--- config.mk ---
export PLATFORM = sky130hd
export DESIGN_NAME = alu_flag_writeback_flat
export DESIGN_NICKNAME = d
export VERILOG_FILES = /design/src/rtl/arm_cond_pkg.sv /design/src/rtl/alu_flag_writeback_if.sv /design/src/rtl/cond_check.sv /design/src/rtl/alu_flag_writeback.sv /design/src/flat_wrapper.sv
export SDC_FILE = /design/constraint.sdc
export NUM_CORES = 1
export LEC_CHECK = 0
export ABC_AREA = 1
export CELL_PAD_IN_SITES_DETAIL_PLACEMENT = 0
export CELL_PAD_IN_SITES_GLOBAL_PLACEMENT = 1
export CORE_ASPECT_RATIO = 0.75
export CORE_MARGIN = 5
export CORE_UTILIZATION = 27
export CTS_CLUSTER_DIAMETER = 200
export DETAILED_ROUTE_END_ITERATION = 16
export GPL_TIMING_DRIVEN = 0
export PLACE_DENSITY = 0.85
export SYNTH_ARGS = -nofsm -noshare
export SYNTH_HDL_FRONTEND = slang
export SYNTH_SLANG_ARGS = --single-unit
--- constraint.sdc ---
create_clock -name clk -period 1.7 [get_ports clk]
set_input_delay 0.34 -clock clk [delete_from_list [all_inputs] [get_ports clk]]
set_output_delay 0.34 -clock clk [all_outputs]
set_load 0.1 [all_outputs]
--- src/rtl/arm_cond_pkg.sv ---
// ARM condition codes, NZCV bit positions and the writeback entry shared by
// alu_flag_writeback and cond_check.
package arm_cond_pkg;

   typedef enum logic [3:0] {
      COND_EQ = 4'h0, COND_NE = 4'h1, COND_CS = 4'h2, COND_CC = 4'h3,
      COND_MI = 4'h4, COND_PL = 4'h5, COND_VS = 4'h6, COND_VC = 4'h7,
      COND_HI = 4'h8, COND_LS = 4'h9, COND_GE = 4'hA, COND_LT = 4'hB,
      COND_GT = 4'hC, COND_LE = 4'hD, COND_AL = 4'hE, COND_NV = 4'hF
   } cond_e;

   localparam int FLAG_N = 3;
   localparam int FLAG_Z = 2;
   localparam int FLAG_C = 1;
   localparam int FLAG_V = 0;

   typedef struct packed {
      logic [31:0] result;
      logic [3:0]  rd;
      logic        cond_pass;
   } wb_entry_t;

endpackage

--- src/rtl/alu_flag_writeback_if.sv ---
// ALU-side handshake, writeback-side handshake and the live CPSR flags.
// master = ALU producer / writeback consumer, slave = alu_flag_writeback.
interface alu_flag_writeback_if;

   logic        in_valid;
   logic        in_ready;
   logic [31:0] in_result;
   logic        in_zero;
   logic        in_carry;
   logic        in_overflow;
   logic        in_negative;
   logic        in_set_flags;
   logic        in_logical;
   logic        in_shift_carry;
   logic [3:0]  in_cond;
   logic [3:0]  in_rd;

   logic        wb_valid;
   logic        wb_ready;
   logic [31:0] wb_result;
   logic [3:0]  wb_rd;
   logic        wb_cond_pass;
   logic [3:0]  nzcv;

   modport master (
      output in_valid, in_result, in_zero, in_carry, in_overflow, in_negative,
             in_set_flags, in_logical, in_shift_carry, in_cond, in_rd, wb_ready,
      input  in_ready, wb_valid, wb_result, wb_rd, wb_cond_pass, nzcv
   );

   modport slave (
      input  in_valid, in_result, in_zero, in_carry, in_overflow, in_negative,
             in_set_flags, in_logical, in_shift_carry, in_cond, in_rd, wb_ready,
      output in_ready, wb_valid, wb_result, wb_rd, wb_cond_pass, nzcv
   );

endinterface

--- src/rtl/cond_check.sv ---
// Combinational ARM condition-field evaluation against a NZCV snapshot.
module cond_check
   import arm_cond_pkg::*;
(
   input  logic [3:0] cond,
   input  logic [3:0] nzcv,
   output logic       pass
);

   logic w_n, w_z, w_c, w_v;

   assign w_n = nzcv[FLAG_N];
   assign w_z = nzcv[FLAG_Z];
   assign w_c = nzcv[FLAG_C];
   assign w_v = nzcv[FLAG_V];

   always_comb begin
      pass = 1'b0;
      case (cond)
         COND_EQ: pass = w_z;
         COND_NE: pass = !w_z;
         COND_CS: pass = w_c;
         COND_CC: pass = !w_c;
         COND_MI: pass = w_n;
         COND_PL: pass = !w_n;
         COND_VS: pass = w_v;
         COND_VC: pass = !w_v;
         COND_HI: pass = w_c & !w_z;
         COND_LS: pass = !w_c | w_z;
         COND_GE: pass = (w_n == w_v);
         COND_LT: pass = (w_n != w_v);
         COND_GT: pass = !w_z & (w_n == w_v);
         COND_LE: pass = w_z | (w_n != w_v);
         COND_AL: pass = 1'b1;
         default: pass = 1'b0;
      endcase
   end

endmodule

--- src/rtl/alu_flag_writeback.sv ---
// Condition check + CPSR flag update + writeback buffer for ALU results.
// FLAG_WB_SKID_EN: two-entry buffer with registered in_ready; else one register.
module alu_flag_writeback
   import arm_cond_pkg::*;
(
   input  logic                 clk,
   input  logic                 rst_n,
   alu_flag_writeback_if.slave  bus
);

   logic [3:0] r_nzcv;
   logic [3:0] w_nzcv_nxt;
   logic       w_pass;
   logic       w_accept;
   wb_entry_t  w_new;
   wb_entry_t  r_out;
   logic       r_out_vld;

   // Evaluated against flags held before this edge, so back-to-back words
   // naturally see the previous word's update.
   cond_check u_cond (
      .cond (bus.in_cond),
      .nzcv (r_nzcv),
      .pass (w_pass)
   );

   assign w_accept = bus.in_valid & bus.in_ready;
   assign w_new    = '{result: bus.in_result, rd: bus.in_rd, cond_pass: w_pass};

   always_comb begin
      w_nzcv_nxt = r_nzcv;
      if (w_accept && w_pass && bus.in_set_flags) begin
         w_nzcv_nxt[FLAG_N] = bus.in_negative;
         w_nzcv_nxt[FLAG_Z] = bus.in_zero;
         if (bus.in_logical) begin
            w_nzcv_nxt[FLAG_C] = bus.in_shift_carry;
         end else begin
            w_nzcv_nxt[FLAG_C] = bus.in_carry;
            w_nzcv_nxt[FLAG_V] = bus.in_overflow;
         end
      end
   end

   always_ff @(posedge clk or negedge rst_n) begin
      if (!rst_n) r_nzcv <= 4'b0000;
      else        r_nzcv <= w_nzcv_nxt;
   end

`ifdef FLAG_WB_SKID_EN
   wb_entry_t r_skid;
   logic      r_skid_vld;
   logic      r_in_ready;

   assign bus.in_ready = r_in_ready;

   // Skid only fills while the output register is stalled; it is always
   // older than anything still upstream, so it drains first.
   always_ff @(posedge clk or negedge rst_n) begin
      if (!rst_n) begin
         r_out      <= '0;
         r_out_vld  <= 1'b0;
         r_skid     <= '0;
         r_skid_vld <= 1'b0;
         r_in_ready <= 1'b0;
      end else if (r_skid_vld) begin
         if (bus.wb_ready) begin
            r_out      <= r_skid;
            r_skid_vld <= 1'b0;
            r_in_ready <= 1'b1;
         end
      end else if (!r_out_vld || bus.wb_ready) begin
         r_out_vld  <= w_accept;
         if (w_accept) r_out <= w_new;
         r_in_ready <= 1'b1;
      end else if (w_accept) begin
         r_skid     <= w_new;
         r_skid_vld <= 1'b1;
         r_in_ready <= 1'b0;
      end else begin
         r_in_ready <= 1'b1;
      end
   end
`else
   assign bus.in_ready = !r_out_vld | bus.wb_ready;

   always_ff @(posedge clk or negedge rst_n) begin
      if (!rst_n) begin
         r_out     <= '0;
         r_out_vld <= 1'b0;
      end else if (bus.in_ready) begin
         r_out_vld <= w_accept;
         if (w_accept) r_out <= w_new;
      end
   end
`endif

   assign bus.wb_valid     = r_out_vld;
   assign bus.wb_result    = r_out.result;
   assign bus.wb_rd        = r_out.rd;
   assign bus.wb_cond_pass = r_out.cond_pass;
   assign bus.nzcv         = r_nzcv;

endmodule

--- src/flat_wrapper.sv ---
// flat-port wrapper written by rule: the top's interface ports become plain ports
module alu_flag_writeback_flat import arm_cond_pkg::*;
  (clk, rst_n, bus_in_valid, bus_in_result, bus_in_zero, bus_in_carry, bus_in_overflow, bus_in_negative, bus_in_set_flags, bus_in_logical, bus_in_shift_carry, bus_in_cond, bus_in_rd, bus_wb_ready, bus_in_ready, bus_wb_valid, bus_wb_result, bus_wb_rd, bus_wb_cond_pass, bus_nzcv);
  alu_flag_writeback_if bus_i ();
  input  logic clk;
  input  logic rst_n;
  input wire logic [$bits(bus_i.in_valid)-1:0] bus_in_valid;
  input wire logic [$bits(bus_i.in_result)-1:0] bus_in_result;
  input wire logic [$bits(bus_i.in_zero)-1:0] bus_in_zero;
  input wire logic [$bits(bus_i.in_carry)-1:0] bus_in_carry;
  input wire logic [$bits(bus_i.in_overflow)-1:0] bus_in_overflow;
  input wire logic [$bits(bus_i.in_negative)-1:0] bus_in_negative;
  input wire logic [$bits(bus_i.in_set_flags)-1:0] bus_in_set_flags;
  input wire logic [$bits(bus_i.in_logical)-1:0] bus_in_logical;
  input wire logic [$bits(bus_i.in_shift_carry)-1:0] bus_in_shift_carry;
  input wire logic [$bits(bus_i.in_cond)-1:0] bus_in_cond;
  input wire logic [$bits(bus_i.in_rd)-1:0] bus_in_rd;
  input wire logic [$bits(bus_i.wb_ready)-1:0] bus_wb_ready;
  output wire logic [$bits(bus_i.in_ready)-1:0] bus_in_ready;
  output wire logic [$bits(bus_i.wb_valid)-1:0] bus_wb_valid;
  output wire logic [$bits(bus_i.wb_result)-1:0] bus_wb_result;
  output wire logic [$bits(bus_i.wb_rd)-1:0] bus_wb_rd;
  output wire logic [$bits(bus_i.wb_cond_pass)-1:0] bus_wb_cond_pass;
  output wire logic [$bits(bus_i.nzcv)-1:0] bus_nzcv;
  assign bus_i.in_valid = bus_in_valid;
  assign bus_i.in_result = bus_in_result;
  assign bus_i.in_zero = bus_in_zero;
  assign bus_i.in_carry = bus_in_carry;
  assign bus_i.in_overflow = bus_in_overflow;
  assign bus_i.in_negative = bus_in_negative;
  assign bus_i.in_set_flags = bus_in_set_flags;
  assign bus_i.in_logical = bus_in_logical;
  assign bus_i.in_shift_carry = bus_in_shift_carry;
  assign bus_i.in_cond = bus_in_cond;
  assign bus_i.in_rd = bus_in_rd;
  assign bus_i.wb_ready = bus_wb_ready;
  assign bus_in_ready = bus_i.in_ready;
  assign bus_wb_valid = bus_i.wb_valid;
  assign bus_wb_result = bus_i.wb_result;
  assign bus_wb_rd = bus_i.wb_rd;
  assign bus_wb_cond_pass = bus_i.wb_cond_pass;
  assign bus_nzcv = bus_i.nzcv;
  alu_flag_writeback u_core (.clk(clk), .rst_n(rst_n), .bus(bus_i));
endmodule
Word-level counts from Yosys, hierarchy flattened
Cells that the tools add are included.
- input port bits: 51
- output and inout port bits: 43
- flip-flop bits (word level): 42
- logic and storage cells: 41
- reduce and logical (&&, ||, !) cells: 10
- bitwise operators: 7
- equal/unequal tests: 16
- muxes and demuxes: 2
- operators by type and width (operator ; count):
    4-bit == test (second input constant) ; 7
    4-bit by 3-bit == test with 1-bit output (second input constant) ; 4
    1-bit case mux with 15 select lines ; 1
    4-bit by 2-bit == test with 1-bit output (second input constant) ; 2
    1-bit logical NOT ; 5
    4-bit by 1-bit == test with 1-bit output (second input constant) ; 1
    4-bit logical NOT ; 1
    2-bit AND reduction ; 2
    1-bit bitwise AND ; 3
    1-bit bitwise OR ; 3
    1-bit logical AND ; 2
    1-bit == test ; 1
    1-bit two-way mux ; 1
    1-bit != test ; 1
    1-bit NOT ; 1

Logic depth before layout (Yosys ltp)
Gate-level depths: netlist of run 1.
- depth after elaboration: 6
- depth in mapped cells: 12
- depth with buffers taken out: 12

Cells and area by module
A second synthesis of run 1 with hierarchy kept.
- cell total of the unflattened synthesis: 240
- area, all modules: 1886.8 um2
- modules (own cells, without submodules) (module ; cells an instance ; instances ; area each (um2) ; sequential area each (um2)):
    alu_flag_writeback ; 185 ; 1 ; 1657.8 ; 1051.0
    cond_check ; 55 ; 1 ; 229.0 ; 0.0

Worst setup path after synthesis of run 1
Ideal clock, no wire load.
- path type: reg-to-reg
- start: reg u_core.r_out_vld, in the netlist u_core.bus.wb_valid
- end: reg u_core.r_out (netlist bit u_core.bus.wb_cond_pass)
- path buffers: 2
- setup slack: -1.057 ns
- library setup time: 0.068 ns
- clock period less this slack: 2.757 ns
- arrival: 2.689 ns
- cell stages (with the launch flop): 7
- required time: 1.632 ns
- path through: dfrtp_1 > nand2_1 > nand2_1 > buf_2 > buf_1 > nand2_1 > nand2_1
- cells in the longest elaborated chain, start to end: 4
- ends and longest elaborated chain (item ; RTL line ; RTL):
    from (decl) ; alu_flag_writeback.sv:17 ; logic r_out_vld;
    from (signal assigned) ; alu_flag_writeback.sv:91 ; r_out_vld <= w_accept;
    1-bit logical NOT (*) ; alu_flag_writeback.sv:84 ; assign bus.in_ready = !r_out_vld | bus.wb_ready;
    1-bit bitwise OR (*) ; alu_flag_writeback.sv:84 ;
    named net bus_in_ready ; flat_wrapper.sv:19 ; output wire logic [$bits(bus_i.in_ready)-1:0] bus_in_ready;
    1-bit bitwise AND ; alu_flag_writeback.sv:27 ; assign w_accept = bus.in_valid & bus.in_ready;
    2-bit AND reduction (no line) (*) ; - ;
    to (signal assigned) ; alu_flag_writeback.sv:92 ; if (w_accept) r_out <= w_new;
    to (decl) ; alu_flag_writeback.sv:16 ; wb_entry_t r_out;
Mark *: on every way through the listed nets, which the timed path passes. The rest lies on a longest branch.
A chain may end at the register's enable or synchronous reset.

Worst setup path in the final report of run 1
- start: reg u_core.r_out_vld, in the netlist u_core.bus.wb_valid
- end: out bus_wb_valid
- RTL lines (item ; RTL line ; RTL):
    to (decl) ; flat_wrapper.sv:20 ; output wire logic [$bits(bus_i.wb_valid)-1:0] bus_wb_valid;
No word-level cell between the ends.

==> qor.csv, run 1 <==
stage,metric,value,unit
outcome,status,"complete, no violations",
finish,n_antenna_cell,0,
clock_tree,ctsLongestPathBuffers,2,
sta,layout_setup_ws,56.5,ps
flow_run,drv_cap,0,
clock_tree,cts_sinks,42,
synthesis,syn_nets,287,
setup_path,cp.arrival,1300,ps
synthesis,synthFlopType,dfrtp_1,
placed_design,gp_routability_congestion,0.778,
synthesis,synth_cell_type_count,17,
floorplanning,core_area,0.00670,mm^2
floorplanning,initial_core_util,27.3,%
setup_path,startpoint_type,flop,
power,p_int,1.95,mW
setup_path,crit_chain,clkdlybuf4s18_2,
sta,rsz0062_at_grt,no,
synthesis,yosysMostFrequentCell,nand2_1,
synthesis,synthTopCellsByArea,"dfrtp_1 57%, nand2_1 29%, nand3_1 2.7%",
floorplanning,rows,26,
power,sequentialPowerShare,31.8,%
synthesis,synthCells,236,
routing,wl_met3,453,um
global_routing,first_global_vias,1818,
sta,final.hold.worst_slack,414,ps
floorplanning,die-area,0.00854,mm^2
routing,wl_met1,2370,um
power,ir_drop,634,uV
power,combPwrFrac,52.3,%
finish,drive_above_1_share,20.4,%
routing,ant_nets,0,
placed_design,dp.cells,414,
sta,post-route-period-util,96.7,%
synthesis,synth_top_area_share,57.4,%
clock_tree,worstSkewPairLatency,290,ps
min_path,hold_class,in2async,
sta,max_freq,608,MHz
sta,worst_slew_pin_slew,561,ps
clock_tree,cts_tree,done,
sta,fin_skew,3.68,ps
routing,drt-total-wl,5210,um
setup_path,r2r_start,u_core.bus.nzcv[3]$_DFFE_PN0P_,
routing,first_pass_iters,4,
power,clockPowerShare,15.8,%
setup_path,critPathKind,reg2out,
routing,vias,1759,
sta,period_needed,1640,ps
synthesis,synth_area,0.00183,mm^2
sta,setup_viol,0,
finish,area_growth,67.4,%
synthesis,synthTopCellsByCount,"140 x nand2_1, 42 x dfrtp_1, 13 x inv_1",
placed_design,dpl.hpwl,3870,um
setup_path,critical_path_peak_fanout,2,
routing,met2_length,2360,um
synthesis,synth_area_leader_cell,dfrtp_1,
placed_design,port_buffers,93,
synthesis,seq_area_frac_synth,57.4,%
power,p_switching,2.17,mW
synthesis,ys_async_sr_fraction,100,%
clock_tree,clk_pin_slew,80,ps
routing,top_layer,met4,
floorplanning,die_y,81.3,um
routing,wl_per_cell,12.4,um
sta,drv_slew,0,
power,leakage,1.53,nW
power,switching_share,52.7,%
clock_tree,cts-root-buf,clkbuf_8,
synthesis,ys_warn_count,0,
sta,relSlewSlack,62.8,%
global_routing,antenna_found_initial,0,
synthesis,syn_area_per_cell,7.76,um^2
routing,drtIter0Drc,41,
synthesis,synth-edff-count,0,
setup_path,cp.buffers_inverters,1,
power,power.total,4.12,mW
setup_path,cp-startpoint,u_core.bus.wb_valid$_DFFE_PN0N_,
clock_tree,cts_setup_buffers,0,
finish,instances_no_fill,422,
power,p_per_area,1340,mW/mm^2
setup_path,critPathSlowestCell,clkdlybuf4s18_2,
sta,hold_viol_final,0,
finish,nNetsFinal,388,
routing,drc,0,
setup_path,slowest_delay,550,ps
clock_tree,cts_buffers,5,
global_routing,grt_pass1_wl,8670,um
global_routing,grt_remaining_overflow,0,
clock_tree,ctsHtreeMaxLevel,2,
floorplanning,io_pins,94,
global_routing,grt_usage,12.6,%
setup_path,cp_data_required_time,1360,ps
global_routing,grt_max_degree,37,
setup_path,crit_path_end_kind,output port,
placed_design,pre_cts_slack,-735,ps
synthesis,ys_ff_latch,42,
floorplanning,die_w,105,um
setup_path,critical-path-top-delay-family,buffers and inverters,
routing,vias_per_cell,4.17,
## worst paths after layout
check                      cells past startpoint  slack, ps                                    to
hold reg to reg                                2        490   u_core.bus.wb_result[3]$_DFFE_PN0P_
hold / removal                                 2        410  u_core.bus.wb_result[23]$_DFFE_PN0P_
setup reg to reg                              12        230        u_core.bus.nzcv[1]$_DFFE_PN0P_
max in group asynchronous                      3        820       u_core.bus.wb_valid$_DFFE_PN0N_
setup / recovery                               1         60                          bus_wb_valid
min in group clk                               2        490   u_core.bus.wb_result[3]$_DFFE_PN0P_
## per-stage QoR
stage / instance area, um^2 / setup TNS (ps) / utilization, %
6_report: 3060 / 0 / 45.7
5_1_grt: 3060 / 0 / 45.7
3_3_place_gp: 2890 / -55040 / 43.1
4_1_cts: 3050 / 0 / 45.5
2_1_floorplan: 1860 / 0 / -
3_5_place_dp: 2910 / -14600 / 43.4
## power groups by stage
| stage | logic, mW | clock network (mW) | registers, mW |
|---|---|---|---|
| after CTS | 2.17 | 0.681 | 1.31 |
| final | 2.15 | 0.652 | 1.31 |
| after global routing | 2.27 | 0.729 | 1.33 |
| after floorplan | 0.341 | 0 | 2.59 |
| after detailed placement | 2.22 | 0 | 1.33 |
| after global placement | 2.21 | 0 | 1.32 |
## cell families (layout without fill, tap and decap cells)
group / count (synthesis) / after routing / synth area share [%]
buf+inv: 21 / 123 / 4.65
flops: 42 / 42 / 57.4
compound gates: 6 / 6 / 1.84
simple gates: 167 / 167 / 36.1
## registers in the layout, indices dropped and copies added, names as in the netlist
signal / count
u_core.bus.nzcv: 4
u_core.bus.wb_cond_pass: 1
u_core.bus.wb_rd: 4
u_core.bus.wb_result: 32
u_core.bus.wb_valid: 1
## worst register-to-register path: cells and delay by family (launching register included)
| family | cells | cell delay (ps) |
|---|---|---|
| AND/OR/NAND/NOR | 10 | 750 |
| flip-flops | 1 | 440 |
| buffers and inverters | 1 | 110 |
| AO/OA/AOI/OAI | 1 | 70 |
## routing by layer
layer / vias up / GRT usage (%)
met5: - / 0
met4: 0 / 2.68
met3: 5 / 5.64
met2: 52 / 20.4
met1: 788 / 15.7
li1: 914 / -
## cells in the final DEF (no fill, tap or decap), types with 2 or more instances in the layout
cell,count
nor2_1,9
clkdlybuf4s50_1,45
inv_1,13
nor2_2,2
clkdlybuf4s15_2,41
dfrtp_2,4
nand2_1,139
nand4_1,2
nand2_2,2
dlymetal6s2s_1,3
o21ai_0,3
clkbuf_1,3
dfrtp_1,37
buf_2,3
clkbuf_4,3
nand3_1,10
clkbuf_8,5
## repair_timing
item	in CTS	in global routing
hold buffers	1	0
hold endpoints to repair	6	0
endpoints found under the setup margin	54	34
gates resized for setup	133	8
## final cells by class
| cell class | count | area (um^2) |
|---|---|---|
| Tap cell | 84 | 105 |
| Timing Repair Buffer | 95 | 1010 |
| Fill cell | 693 | 3640 |
| Multi-Input combinational cell | 173 | 713 |
| Buffer | 7 | 40.0 |
| Clock inverter | 2 | 13.8 |
| Clock buffer | 6 | 72.6 |
| Inverter | 13 | 48.8 |
| Sequential cell | 42 | 1060 |
(Power assumes the default switching activity.)
==> inputs of run 2 (changes only) <==
--- a/config.mk
+++ b/config.mk
@@ -6,7 +6,7 @@
 export NUM_CORES = 1
 export LEC_CHECK = 0
 export ABC_AREA = 1
-export CELL_PAD_IN_SITES_DETAIL_PLACEMENT = 0
+export CELL_PAD_IN_SITES_DETAIL_PLACEMENT = 1
 export CELL_PAD_IN_SITES_GLOBAL_PLACEMENT = 1
 export CORE_ASPECT_RATIO = 0.75
 export CORE_MARGIN = 5
==> run 2 against run 1 <==
Compared with the run above: sequential share of layout area down 0.17 points; critical path type unchanged; non-clock buffer count up 1; combinational power about the same; highest routed layer unchanged; die area unchanged; first-iteration DRC count down 56%; count of clock-buffer cells in the layout unchanged; worst hold slack better by 17 ps; clock skew up 4.2 ps.
==> qor.csv, run 2 (same netlist as run 1, synthesis figures left out) <==
stage,metric,value,unit
clock_tree,worstSkewPairLatency,290,ps
global_routing,first_global_vias,1977,
clock_tree,cts_buffers,5,
power,sequentialPowerShare,31.4,%
finish,nNetsFinal,389,
placed_design,dpl.hpwl,4590,um
routing,first_pass_iters,4,
global_routing,grt_max_degree,37,
routing,vias_per_cell,4.42,
routing,drc,0,
setup_path,timing.rr.end,u_core.bus.nzcv[1]$_DFFE_PN0P_,
setup_path,r2r_start,u_core.bus.nzcv[0]$_DFFE_PN0P_,
placed_design,placed_area,0.00291,mm^2
power,switching_share,52.3,%
sta,worst_slew_pin_slew,567,ps
sta,drv_slew,0,
clock_tree,cts-root-buf,clkbuf_8,
floorplanning,io_pins,94,
finish,instances_no_fill,423,
finish,final_area,0.00308,mm^2
flow_run,drv_cap,0,
setup_path,regToRegSetupSlack,230,ps
finish,final_cell_mix,"139 x nand2_1, 45 x clkdlybuf4s50_1, 42 x clkdlybuf4s15_2",
setup_path,critical-path-top-delay-family,buffers and inverters,
global_routing,grt_remaining_overflow,0,
finish,final_common_cell,nand2_1,
setup_path,critPathSlowestCell,clkdlybuf4s15_2,
power,clockPowerShare,16.3,%
sta,setup_viol,0,
placed_design,dp.cells,414,
outcome,status,"complete, no violations",
setup_path,cp.arrival,1310,ps
power,combPwrFrac,52.3,%
global_routing,grt_usage,13.8,%
sta,layout_setup_ws,51.6,ps
clock_tree,clk_pin_slew,80,ps
sta,rsz0062_at_grt,no,
routing,wl_per_cell,13.9,um
finish,drive_above_1_share,21.2,%
setup_path,crit_chain,clkdlybuf4s15_2,
setup_path,critical_path_peak_fanout,2,
finish,area_growth,68.2,%
setup_path,startpoint_type,flop,
floorplanning,die-area,0.00854,mm^2
power,p_switching,2.18,mW
finish,n_antenna_cell,0,
clock_tree,cts_tree,done,
finish,largest_register_ffs,32,
sta,relSlewSlack,62.4,%
routing,ant_nets,0,
placed_design,pre_cts_slack,-762,ps
clock_tree,cts_sinks,42,
floorplanning,initial_core_util,27.3,%
clock_tree,ctsHtreeMaxLevel,2,
min_path,hold_class,in2async,
floorplanning,die_y,81.3,um
power,p_int,1.99,mW
placed_design,gp_routability_congestion,0.778,
routing,drtIter0Drc,18,
setup_path,cp_data_required_time,1360,ps
power,ir_drop,629,uV
placed_design,port_buffers,93,
power,p_per_area,1360,mW/mm^2
sta,fin_skew,7.84,ps
clock_tree,cts_setup_buffers,0,
setup_path,slowest_delay,570,ps
setup_path,cp.buffers_inverters,1,
clock_tree,ctsLongestPathBuffers,2,
sta,post-route-period-util,97.0,%
global_routing,antenna_found_initial,0,
sta,hold_viol_final,0,
setup_path,rr_worst_depth,12,
floorplanning,core_area,0.00670,mm^2
global_routing,grt_pass1_wl,9500,um
sta,max_freq,607,MHz
power,leakage,1.52,nW
sta,period_needed,1650,ps
floorplanning,rows,26,
setup_path,crit_path_end_kind,output port,
floorplanning,die_w,105,um
routing,vias,1870,
routing,drt-total-wl,5870,um
setup_path,critPathKind,reg2out,
## run 2: worst max path at each step
| stage | from | endpoint | slack (ps) | depth (start not counted) |
|---|---|---|---|---|
| after floorplan | u_core.bus.nzcv[3]$_DFFE_PN0P_ | u_core.bus.nzcv[3]$_DFFE_PN0P_ | 20 | 11 |
| after global placement | rst_n | u_core.bus.wb_valid$_DFFE_PN0N_ | -1210 | 1 |
| after detailed placement | bus_wb_ready | bus_in_ready | -760 | 4 |
| after CTS | bus_wb_ready | u_core.bus.wb_result[25]$_DFFE_PN0P_ | 2 | 9 |
| after global routing | u_core.bus.wb_valid$_DFFE_PN0N_ | bus_wb_valid | 8 | 1 |
| final | u_core.bus.wb_valid$_DFFE_PN0N_ | bus_wb_valid | 50 | 1 |
## run 2: final cells by class
cell class / count / area [um^2]
plain buffers: 8 / 50.0
clock buffers: 6 / 82.6
clock inverters: 2 / 12.5
fillers: 812 / 3620
inverters: 13 / 48.8
multi-input cells: 173 / 716
flip-flops and latches: 42 / 1060
well taps: 84 / 105
repair buffers: 95 / 1000
## run 2: stage by stage
step	hold WS [ps]	power (mW)	utilization [%]	TNS, ps
floorplan	44.4	2.93	-	0
global placement	461	3.53	43.1	-55040
detailed placement	198	3.58	43.4	-16110
CTS	406	4.22	45.7	0
global route	448	4.38	45.9	0
finish	431	4.17	45.9	0
## run 2: power groups by stage
| stage | logic (mW) | clock network, mW | registers [mW] |
|---|---|---|---|
| after floorplan | 0.341 | 0 | 2.59 |
| after global placement | 2.21 | 0 | 1.32 |
| after detailed placement | 2.25 | 0 | 1.33 |
| after CTS | 2.20 | 0.711 | 1.32 |
| after global routing | 2.29 | 0.760 | 1.34 |
| final | 2.18 | 0.679 | 1.31 |
## run 2: timing repair
item,in CTS,in global routing
endpoints found under the setup margin,54,34
hold endpoints to repair,6,0
hold buffers,1,0
gates resized for setup,137,8
pin swaps,0,0
## run 2: worst register-to-register path: stages (launching register included)
cell     delay, ps
dfrtp_2        450
inv_1          100
nand2_1         60
nand2_1         70
nand3_1         70
nand2_1         80
nand2_1         70
nor2_2         120
nand2_2         70
nand2_2         90
nor2_4          50
nand2_1         60
o21ai_1         70
## run 2: metal layers
metal	share of wire [%]	GRT usage [%]
met5	0	0
met4	0.39	2.17
met3	9.1	6.12
met2	50	24.6
met1	41	15.8
